**config.mk**
```make
export PLATFORM = sky130hd
export DESIGN_NAME = rgb_pwm_sequencer
export DESIGN_NICKNAME = d
export VERILOG_FILES = /design/src/rtl/rgb_pwm_sequencer.sv
export SDC_FILE = /design/constraint.sdc
export NUM_CORES = 1
export LEC_CHECK = 0
export ABC_AREA = 1
export BUFFER_PORTS_ARGS = -buffer_cell sky130_fd_sc_hd__buf_2
export CAP_MARGIN = 10
export CORE_MARGIN = 4
export CORE_UTILIZATION = 40
export DETAILED_ROUTE_END_ITERATION = 8
export GPL_ROUTABILITY_DRIVEN = 1
export PLACE_DENSITY = 0.71
export SYNTH_ARGS = -nofsm -noshare
export SYNTH_HDL_FRONTEND = slang
export SYNTH_SLANG_ARGS = --single-unit
```
**constraint.sdc**
```tcl
create_clock -name clk -period 1.25 [get_ports clk]
set_input_delay 0.0625 -clock clk [delete_from_list [all_inputs] [get_ports clk]]
set_output_delay 0.0625 -clock clk [all_outputs]
set_load 0.02 [all_outputs]
```
**src/rtl/rgb_pwm_sequencer.sv**
```systemverilog
// RGB colour sequencer: prescaled tick ramps a PWM duty through RED -> GREEN -> BLUE.
// Optional column chase pointer is enabled by defining CHASE_EN.
module rgb_pwm_sequencer #(
   parameter int CH            = 25,
   parameter int PWM_BITS      = 8,
   parameter int PRESCALE_BITS = 16
) (
   input  logic          clk,
   input  logic          rst,
   input  logic          en,
   input  logic          mode,
   output logic [CH-1:0] r,
   output logic [CH-1:0] g,
   output logic [CH-1:0] b,
   output logic [1:0]    state,
   output logic [2:0]    leds,
   output logic          seq_wrap
);

   typedef enum logic [1:0] {RED = 2'd0, GREEN = 2'd1, BLUE = 2'd2, ILLEGAL = 2'd3} colour_t;

   localparam logic [PWM_BITS-1:0] MAX = '1;

   logic [PRESCALE_BITS-1:0] pre_cnt;
   logic                     pre_msb_q;
   logic                     tick;
   logic [PWM_BITS-1:0]      pwm_cnt;
   logic                     active;

   logic [1:0]               state_q, state_d;
   logic [PWM_BITS-1:0]      duty_q, duty_d;
   logic                     dir_down_q, dir_down_d;
   logic                     advance;
   logic                     wrap_d;
   logic [CH-1:0]            col_mask;
   logic [CH-1:0]            r_d, g_d, b_d;

   // NOTE: sequential state uses non-blocking assignments so every register
   // samples pre-edge values; combinational blocks use blocking assignments.
   always_ff @(posedge clk or posedge rst) begin
      if (rst) begin
         pre_cnt   <= '0;
         pre_msb_q <= 1'b0;
      end else if (en) begin
         pre_cnt   <= pre_cnt + 1'b1;
         pre_msb_q <= pre_cnt[PRESCALE_BITS-1];
      end
   end

   // Gated by en so a tick cannot stay asserted while the prescaler is frozen.
   assign tick = en & pre_cnt[PRESCALE_BITS-1] & ~pre_msb_q;

   always_ff @(posedge clk or posedge rst) begin
      if (rst) pwm_cnt <= '0;
      else     pwm_cnt <= pwm_cnt + 1'b1;
   end

   assign active = (pwm_cnt < duty_q);

   // State register
   always_ff @(posedge clk or posedge rst) begin
      if (rst) begin
         state_q    <= RED;
         duty_q     <= '0;
         dir_down_q <= 1'b0;
         seq_wrap   <= 1'b0;
      end else begin
         state_q    <= state_d;
         duty_q     <= duty_d;
         dir_down_q <= dir_down_d;
         seq_wrap   <= wrap_d;
      end
   end

   // Next-state logic
   always_comb begin
      // NOTE: every output of this block gets a default first, so no path
      // leaves a signal unassigned and no latch is inferred.
      state_d    = state_q;
      duty_d     = duty_q;
      dir_down_d = dir_down_q;
      advance    = 1'b0;
      if (tick) begin
         if (state_q == ILLEGAL) begin
            state_d = RED;
         end else if (!dir_down_q) begin
            if (duty_q != MAX) begin
               duty_d = duty_q + 1'b1;
            end else if (!mode) begin
               duty_d  = '0;
               advance = 1'b1;
            end else begin
               dir_down_d = 1'b1;
               duty_d     = MAX - 1'b1;
            end
         end else begin
            if (duty_q != '0) begin
               duty_d = duty_q - 1'b1;
            end else begin
               dir_down_d = 1'b0;
               advance    = 1'b1;
            end
         end
         if (advance) begin
            case (state_q)
               RED:     state_d = GREEN;
               GREEN:   state_d = BLUE;
               default: state_d = RED;
            endcase
         end
      end
      wrap_d = advance && (state_q == BLUE);
   end

`ifdef CHASE_EN
   localparam int COL_W = (CH > 1) ? $clog2(CH) : 1;
   logic [COL_W-1:0] col_q;

   always_ff @(posedge clk or posedge rst) begin
      if (rst)          col_q <= '0;
      else if (advance) col_q <= (col_q == COL_W'(CH - 1)) ? '0 : col_q + 1'b1;
   end

   assign col_mask = CH'(1) << col_q;
`else
   assign col_mask = '1;
`endif

   // Output decode
   always_comb begin
      leds = 3'b000;
      r_d  = '0;
      g_d  = '0;
      b_d  = '0;
      case (state_q)
         RED:     leds = 3'b001;
         GREEN:   leds = 3'b010;
         BLUE:    leds = 3'b100;
         default: leds = 3'b000;
      endcase
      if (active) begin
         case (state_q)
            RED:     r_d = col_mask;
            GREEN:   g_d = col_mask;
            BLUE:    b_d = col_mask;
            default: ;
         endcase
      end
   end

   always_ff @(posedge clk or posedge rst) begin
      if (rst) begin
         r <= '0;
         g <= '0;
         b <= '0;
      end else begin
         r <= r_d;
         g <= g_d;
         b <= b_d;
      end
   end

   assign state = state_q;

endmodule

```
## Word-level counts from Yosys, hierarchy flattened

Cells that the tools add are included.

| operators by class | value |
|---|---|
| reduce and logical (&&, ||, !) cells | 7 |
| eq/ne operators | 5 |
| mux-type cells | 25 |
| bitwise operators | 4 |
| magnitude comparators | 1 |
| add/sub/neg operators | 4 |

Operators with widths:

| cell | number |
|---|---|
| 25-bit two-way mux | 6 |
| 8-bit two-way mux | 4 |
| 16-bit by 1-bit adder with 16-bit output (second input constant) | 1 |
| 8-bit by 1-bit adder with 8-bit output (second input constant) | 2 |
| 1-bit two-way mux | 11 |
| 3-bit case mux with 3 select lines | 1 |
| 8-bit less-than comparator | 1 |
| 8-bit != test (second input constant) | 1 |
| 8-bit nonzero test | 1 |
| 8-bit by 1-bit subtractor with 8-bit output (second input constant) | 1 |
| 2-bit equality test (second input constant) | 2 |
| 2-bit two-way mux | 2 |
| 2-bit case mux with 2 select lines | 1 |
| 2-bit AND reduction | 2 |
| 3-bit AND reduction | 1 |
| 1-bit bitwise AND | 2 |
| 2-bit by 1-bit equality test with 1-bit output (second input constant) | 1 |
| 2-bit zero test | 1 |
| 2-bit by 1-bit != test with 1-bit output (second input constant) | 1 |
| 1-bit NOT | 2 |
| 2-bit nonzero test | 1 |
| 1-bit logical AND | 1 |

| word-level totals | value |
|---|---|
| output and inout port bits | 81 |
| word-level logic and storage cells | 56 |
| bits in registers | 112 |
| input port bits | 4 |

## Logic depth before layout (Yosys ltp)

Gate-level depths: netlist of the first run.

| depth | value |
|---|---|
| word-level depth | 7 |
| gate-level depth with buffers | 10 |
| depth with buffers taken out | 10 |

## Worst setup path after synthesis of the first run

Ideal clock, no wire load.

| timing | value |
|---|---|
| path type | flip-flop to flip-flop |
| from | reg duty_q[0] |
| to | reg dir_down_q |
| slack | -0.128 ns |
| arrival | 1.265 ns |
| cell stages (with the launch flop) | 11 |
| path buffers | 1 |
| period minus slack after synthesis | 1.378 ns |
| setup time | 0.113 ns |
| data required time | 1.137 ns |
| cell sequence | dfrtp_1 -> inv_1 -> ha_1 -> nand2_1 -> nor2_1 -> nand2_1 -> nand2_2 -> buf_6 -> o21ai_0 -> nand2_1 -> inv_1 |

| on the way | value |
|---|---|
| word-level cells in the longest chain between the ends | 3 |
| elaborated cells on any way between the ends | 5 |
| those cells by class | eq/ne (1); mux (3); reduce/logical (1) |

Ends and longest elaborated chain:

| item | line | RTL |
|---|---|---|
| from (decl) | 31 | `logic [PWM_BITS-1:0] duty_q, duty_d;` |
| from (signal assigned) | 69 | `duty_q <= duty_d;` |
| 8-bit != test or 8-bit nonzero test (tied branches) | 87, 97 |  |
| 1-bit two-way mux, on equally long branches | 87, 97 |  |
| 1-bit two-way mux * | 86 | `end else if (!dir_down_q) begin` |
| to (signal assigned) | 70 | `dir_down_q <= dir_down_d;` |
| to (decl) | 32 | `logic dir_down_q, dir_down_d;` |

Every way passes the cells marked *; elsewhere a longest branch is shown, timed or not.
A chain may end at the register's enable or synchronous reset.

## Final worst setup path of the first run

| timing | value |
|---|---|
| from | reg duty_q[0] |
| to | reg duty_q[2] |

| on the way | value |
|---|---|
| word-level cells in the longest chain between the ends | 3 |
| elaborated cells on any way between the ends | 9 |
| those cells by class | add/sub (2); eq/ne (2); mux (3); reduce/logical (2) |

Ends and longest elaborated chain:

| item | line | RTL |
|---|---|---|
| 8-bit by 1-bit adder with 8-bit output (tied with other cells) | 88 | `duty_d = duty_q + 1'b1;` |
| 8-bit two-way mux (tied with other cells) | 87 | `if (duty_q != MAX) begin` |
| 8-bit two-way mux or 3-bit AND reduction (tied branches) | - |  |

Several ways; a longest one is shown, not always the timed one. The select of a mux whose other input is x is not followed.

==> results of run 1 <==
-- per-stage QoR --
stage               instances  power (W)  area [sq um]
finish                    558   0.003027          3767
global route              558   0.003179          3767
CTS                       548   0.002827          3502
detailed placement        536   0.001881          3237
global placement          536   0.001868          3237
floorplan                 389   0.001715          2959
-- area by class of cell --
| type | instances | area [sq um] |
|---|---|---|
| fillers | 572 | 3177 |
| repair buffers | 142 | 910.9 |
| clock inverters | 1 | 7.507 |
| flip-flops and latches | 40 | 1010 |
| well taps | 96 | 120.1 |
| multi-input cells | 228 | 1460 |
| clock buffers | 7 | 86.33 |
| inverters | 44 | 172.7 |
-- power groups by stage --
| stage | combinational (W) | sequential [W] | clock, W |
|---|---|---|---|
| floorplan | 0.000207 | 0.00151 | 0 |
| global placement | 0.000359 | 0.00151 | 0 |
| detailed placement | 0.000373 | 0.00151 | 0 |
| CTS | 0.000411 | 0.00149 | 0.000922 |
| global route | 0.000671 | 0.00153 | 0.000980 |
| finish | 0.000615 | 0.00152 | 0.000895 |
-- timing repair --
| item | in CTS | in global routing |
|---|---|---|
| buffers inserted | 3 | 10 |
| pin swaps | 16 | 20 |
| hold buffers | 1 | 0 |
| resized for setup | 46 | 52 |
| hold endpoints to repair | 40 | 0 |
| endpoints found under the setup margin | 100 | 29 |
-- cell usage in the layout, fill, tap and decap left out, types with 3 or more instances in the layout --
cell type / instances
a21oi_1: 6
buf_2: 81
buf_4: 48
buf_6: 12
clkbuf_8: 6
dfrtp_1: 33
dfrtp_2: 7
ha_1: 8
inv_1: 35
inv_2: 6
inv_4: 3
nand2_1: 85
nand2_2: 14
nand2_4: 3
nand3_1: 14
nand3_2: 9
nand4_1: 6
nor2_1: 21
nor2_2: 4
nor2_4: 11
o21ai_0: 3
o21ai_1: 5
xnor2_1: 5
xor2_1: 15
-- cells in the mapped netlist, types with 2 or more instances --
cell / number / area [sq um]
xor2_1: 15 / 131.4
dfrtp_1: 40 / 1001
xnor2_1: 6 / 52.55
nor3_1: 3 / 15.01
nor2_2: 4 / 25.02
buf_4: 74 / 555.5
inv_1: 42 / 157.7
nor2_1: 32 / 120.1
nand3_1: 25 / 125.1
nand2_1: 99 / 371.6
buf_6: 3 / 33.78
nand4_1: 6 / 37.54
o21ai_0: 9 / 45.04
inv_2: 2 / 7.510
nand2_2: 3 / 18.77
ha_1: 12 / 150.1
a21oi_1: 8 / 40.04
-- how the worst max path moves through the flow --
stage | start | end | slack (ps)
finish | duty_q[0]$_DFFE_PP0P_ | duty_q[2]$_DFFE_PP0P_ | -210
global placement | duty_q[3]$_DFFE_PP0P_ | duty_q[3]$_DFFE_PP0P_ | -150
CTS | duty_q[0]$_DFFE_PP0P_ | duty_q[2]$_DFFE_PP0P_ | -140
floorplan | duty_q[5]$_DFFE_PP0P_ | b[23]$_DFF_PP0_ | -100
detailed placement | duty_q[3]$_DFFE_PP0P_ | duty_q[3]$_DFFE_PP0P_ | -170
global route | duty_q[0]$_DFFE_PP0P_ | duty_q[2]$_DFFE_PP0P_ | -340
-- per-layer routing --
metal,vias up,track usage (%)
met3,13,2.735
met5,-,0
li1,1268,-
met1,1135,18.35
met2,70,24.60
met4,0,6.017
-- kinds of logic after synthesis --
group / count (synthesis) / synth area share [%]
AND/OR/NAND/NOR: 176 / 25.27
buffers and inverters: 121 / 25.74
flip-flops: 40 / 34.14
XOR/XNOR: 21 / 6.274
AO/OA/AOI/OAI: 19 / 3.457
adder cells (fa/ha/maj): 12 / 5.122
-- registers in the layout (all words and copies together), names as in the netlist --
register,count
b,1
dir_down_q,1
duty_q,8
g,1
pre_cnt,16
pre_msb_q,1
pwm_cnt,8
r,1
seq_wrap,1
state,2
==> results.py, run 1 <==
metrics = {
    "die": {
        "die_x_microns": 93.61,
        "start_util_pct": 42.22,
        "die_area_sq_mm": 0.008763,
        "io_pins": 85,
        "die_y_microns": 93.61,
        "num_rows": 30,
        "core_sq_mm": 0.006944,
    },
    "global_route": {
        "grt_use_total_pct": 14.62,
        "grt_pass1_wl_microns": 10300,
        "grt_pass1_vias": 2291,
        "antenna_found_initial": 0,
        "grt_max_degree": 41,
        "grt_overflow": 0,
    },
    "timing": {
        "min_period_ps": 1459,
        "slew_headroom_pct": 65.66,
        "hold_viol_final": 0,
        "setup_viol": 21,
        "slew_viol_final": 0,
        "setup_tns_ps": -2943,
        "whs_ps": 75.26,
        "grt_setup_unrepaired": "yes",
        "worst_pin_slew_ps": 515.1,
        "fmax_ghz": 0.6853,
        "fin_crit_sh_pct": 116.7,
        "worst_slack_ps": -209.3,
        "fin_skew_ps": 4.083,
    },
    "synthesis": {
        "yosysWarnings": 0,
        "ys.flop_type": "dfrtp_1",
        "syn_area_sq_mm": 0.002932,
        "seq_area_frac_synth_pct": 34.14,
        "synth_cell_types": 23,
        "synth-edff-count": 0,
        "ys_ff_latch": 40,
        "syn_nets": 405,
        "synth-async-reset-ratio_pct": 100.0,
        "avgSynthCellArea_sq_um": 7.536,
        "synth_cells": 389,
    },
    "power_and_ir_drop": {
        "intPower_w": 0.002166,
        "p_sw_share_pct": 28.43,
        "p_leak_nw": 2.186,
        "p_switching_w": 0.0008604,
        "combPwrFrac_pct": 20.3,
        "powerDensity_mw_per_mm2": 803.4,
        "power_frac_seq_pct": 50.1,
        "ir_drop_mv": 1.141,
        "pwr-share-clk_pct": 29.6,
    },
    "min_path": {
        "hold_end": "pre_cnt[0]$_DFFE_PP0P_",
        "hold_depth": 2,
        "min_from": "en",
        "hp-class": "in -> reg",
    },
    "setup_path": {
        "critPathKind": "reg -> reg",
        "cp_cell_sequence": "buf_6, ha_4, nand2_4, nor2_4, nand2_4, o21ai_0, nand2_1, a21oi_1",
        "worst_setup_path_start_kind": "flop",
        "r2r_cells": 8,
        "cp.depth": 8,
        "slowest_delay_ps": 410,
        "r2r-end": "duty_q[2]$_DFFE_PP0P_",
        "crit_buf_inv": 1,
        "end_kind": "flop",
        "r2r_start": "duty_q[0]$_DFFE_PP0P_",
        "cp_top_family": "simple AND/OR/NAND/NOR gates",
        "worst_path_max_delay_cell": "dfrtp_1",
        "crit_top_cell": "nand2_4",
        "critPathRequiredTime_ps": 1460,
        "reg2reg_slack_ps": -210,
        "path_max_fanout": 6,
        "critPathArrivalTime_ps": 1670,
    },
    "route": {
        "firstDrtPassIters": 4,
        "drc_errors": 0,
        "met1_length_microns": 3030,
        "avgViaCountPerCell": 4.455,
        "drtIter0Drc": 147,
        "wl_met2_microns": 3434,
        "wl_met3_microns": 265,
        "wl_per_cell_microns": 12.30,
        "detail-route-antenna-nets": 0,
        "routed_wl_microns": 6866,
        "vias": 2486,
        "topRoutingLayerUsed": "met4",
    },
    "placement": {
        "gp_congestion": 0.9360,
        "numPortBuffers": 84,
        "dp_hpwl_microns": 4736,
        "place_ws_ps": -167.7,
    },
    "cts": {
        "root_buffer": "clkbuf_8",
        "htreeDepth": 2,
        "clkTransAtPathRegs_ps": 80,
        "cts_sinks": 40,
        "clk_path_buf_depth": 2,
        "clk_latency_ps": 290,
        "cts_tree": "yes",
        "cts_buffers": 5,
    },
    "finish": {
        "syn2layout_area_growth_pct": 28.51,
        "post-route-util_pct": 54.25,
        "n_antenna_cell": 0,
        "drive_above_1_share_pct": 48.05,
        "final_nets": 477,
    },
    "status": {
        "status": "finished with violations",
        "violations": "setup timing",
    },
    "run": {
        "max-cap-violations": 0,
    },
}
Power figures use the tool's default switching activity.
==> inputs of run 2 (changes only) <==
--- a/config.mk
+++ b/config.mk
@@ -8,11 +8,13 @@
 export ABC_AREA = 1
 export BUFFER_PORTS_ARGS = -buffer_cell sky130_fd_sc_hd__buf_2
 export CAP_MARGIN = 10
-export CORE_MARGIN = 4
-export CORE_UTILIZATION = 40
+export CELL_PAD_IN_SITES_DETAIL_PLACEMENT = 0
+export CELL_PAD_IN_SITES_GLOBAL_PLACEMENT = 2
+export CORE_MARGIN = 2
+export CORE_UTILIZATION = 26
 export DETAILED_ROUTE_END_ITERATION = 8
 export GPL_ROUTABILITY_DRIVEN = 1
-export PLACE_DENSITY = 0.71
+export PLACE_DENSITY_LB_ADDON = 0.25
 export SYNTH_ARGS = -nofsm -noshare
 export SYNTH_HDL_FRONTEND = slang
 export SYNTH_SLANG_ARGS = --single-unit
==> results.py, run 2 (synthesized netlist as in run 1, its figures left out) <==
metrics = {
    "status": {
        "status": "finished with violations",
        "violations": "setup timing",
    },
    "placement": {
        "place_inst": 593,
        "dpl_cell_area_sq_mm": 0.003402,
        "dp_hpwl_microns": 5057,
        "gp_congestion": 0.7875,
        "numPortBuffers": 84,
    },
    "min_path": {
        "hp-class": "in -> reg",
        "min_from": "en",
        "hold_depth": 3,
        "hold_end": "pre_msb_q$_DFFE_PP0P_",
    },
    "finish": {
        "final_cells": 611,
        "syn2layout_area_growth_pct": 33.80,
        "finish.instance_area_sq_mm": 0.003923,
        "n_antenna_cell": 0,
        "layout_common_cells": "nand2_1, buf_2, buf_4",
        "drive_above_1_share_pct": 48.62,
        "final_nets": 487,
        "final_common_cell": "nand2_1",
        "largest_reg_flops": 16,
        "biggestRegsByFlops": "pre_cnt x16, duty_q x8, pwm_cnt x8",
        "top_register": "pre_cnt",
    },
    "setup_path": {
        "end_kind": "flop",
        "cp_cell_sequence": "buf_4, nand3_1, nor2_4, buf_4, xor2_1, nand2_1, nand3_2, nand2_1",
        "cp_top_family": "simple AND/OR/NAND/NOR gates",
        "critPathRequiredTime_ps": 1430,
        "critPathArrivalTime_ps": 1590,
        "r2r_start": "duty_q[4]$_DFFE_PP0P_",
        "crit_start": "duty_q[4]$_DFFE_PP0P_",
        "path_max_fanout": 6,
        "r2r-end": "duty_q[6]$_DFFE_PP0P_",
        "crit_buf_inv": 2,
        "r2r_cells": 8,
        "reg2reg_slack_ps": -160,
        "worst_setup_path_start_kind": "flop",
        "slowest_delay_ps": 420,
        "critPathKind": "reg -> reg",
        "worst_path_max_delay_cell": "dfrtp_2",
    },
    "global_route": {
        "busiest_layer": "met2",
        "grt_pass1_wl_microns": 10980,
        "grt_use_total_pct": 11.65,
        "grt_util_met1_pct": 15.11,
        "antenna_found_initial": 0,
        "grt_overflow": 0,
        "use_met2_pct": 19.72,
        "grt_pass1_vias": 2305,
        "grt_max_degree": 41,
        "gr-usage-met3_pct": 2.293,
    },
    "timing": {
        "min_period_ps": 1407,
        "slew_viol_final": 0,
        "setup_viol": 22,
        "grt_setup_unrepaired": "yes",
        "worst_pin_slew_ps": 470.5,
        "hold_viol_final": 0,
        "worst_slack_ps": -157.1,
        "fin_crit_sh_pct": 112.6,
        "fin_skew_ps": 10.33,
        "slew_headroom_pct": 68.63,
        "fmax_ghz": 0.7107,
    },
    "route": {
        "wl_per_cell_microns": 11.24,
        "avgViaCountPerCell": 4.093,
        "routed_wl_microns": 6867,
        "vias": 2501,
        "drtIter0Drc": 62,
        "firstDrtPassIters": 4,
        "detail-route-antenna-nets": 0,
        "drc_errors": 0,
    },
    "power_and_ir_drop": {
        "intPower_w": 0.002381,
        "p_leak_nw": 2.227,
        "p_sw_share_pct": 26.77,
        "ir_drop_mv": 0.5804,
        "combPwrFrac_pct": 14.7,
        "power_w": 0.003251,
        "p_switching_w": 0.0008704,
        "powerDensity_mw_per_mm2": 828.8,
        "pwr-share-clk_pct": 38.7,
        "power_frac_seq_pct": 46.6,
    },
    "die": {
        "start_util_pct": 26.81,
        "die_area_sq_mm": 0.01214,
        "die_y_microns": 110.2,
        "core_sq_mm": 0.01094,
        "num_rows": 38,
        "die_x_microns": 110.2,
        "io_pins": 85,
    },
    "cts": {
        "htreeDepth": 2,
        "clkTransAtPathRegs_ps": 60,
        "clk_latency_ps": 280,
        "root_buffer": "clkbuf_16",
        "cts_buffers": 5,
        "cts_sinks": 40,
        "cts_tree": "yes",
        "clk_path_buf_depth": 2,
    },
    "run": {
        "max-cap-violations": 0,
    },
}
==> run 2: changes by cell type in the layout (fill, tap and decap cells not counted), sizes merged <==
cell    previous run  this run
buf              141       151
clkinv             0         1
clkbuf             7         5
==> run 2: worst reg2reg max path: stages (launching register included) <==
cell,delay (ps)
dfrtp_2,420
buf_4,140
nand3_1,110
nor2_4,170
buf_4,130
xor2_1,130
nand2_1,80
nand3_2,60
nand2_1,50
==> run 2: worst max-delay path by stage <==
stage / slack, ps / cells past startpoint / end
2_1_floorplan: -100 / 8 / b[23]$_DFF_PP0_
4_1_cts: -160 / 7 / r[23]$_DFF_PP0_
3_3_place_gp: -250 / 9 / duty_q[2]$_DFFE_PP0P_
6_report: -160 / 8 / duty_q[6]$_DFFE_PP0P_
3_5_place_dp: -250 / 9 / duty_q[6]$_DFFE_PP0P_
5_1_grt: -240 / 10 / state[1]$_DFFE_PP0P_
==> run 2: layer usage <==
layer,wire length [microns],vias to the layer above
met5,0,-
met4,84,0
met3,366,9
met2,3231,78
met1,3185,1119
li1,-,1295
==> run 2: layout make-up <==
class,count,area [sq um]
Fill cell,1186,7013
Multi-Input combinational cell,228,1451
Sequential cell,40,1006
Timing Repair Buffer,152,979.7
Tap cell,140,175.2
Inverter,44,172.7
Clock buffer,5,125.1
Clock inverter,2,12.51
==> run 2: power by group through the flow <==
stage | Clock, W | Combinational [W] | Sequential [W]
after floorplan | 0 | 0.000207 | 0.00151
after global placement | 0 | 0.000366 | 0.00151
after detailed placement | 0 | 0.000370 | 0.00151
after CTS | 0.00131 | 0.000425 | 0.00150
after global routing | 0.00137 | 0.000535 | 0.00153
final | 0.00126 | 0.000479 | 0.00151
==> run 2: per-stage QoR <==
stage	utilization, %	TNS, ps	hold slack, ps	setup slack (ps)
floorplan	-	-406.6	192.7	-95.29
global placement	31.11	-3455	142.5	-252.0
detailed placement	31.11	-3293	146.3	-253.7
CTS	34.46	-4037	95.18	-157.3
global route	35.87	-17620	123.0	-237.9
finish	35.87	-1979	92.13	-157.1
==> run 2: timing repair <==
action	4_1_cts	5_1_grt
hold buffers	1	0
endpoints found under the setup margin	101	105
hold endpoints to repair	40	0
resized for setup	49	34
setup buffers	9	1
pin swaps	23	10
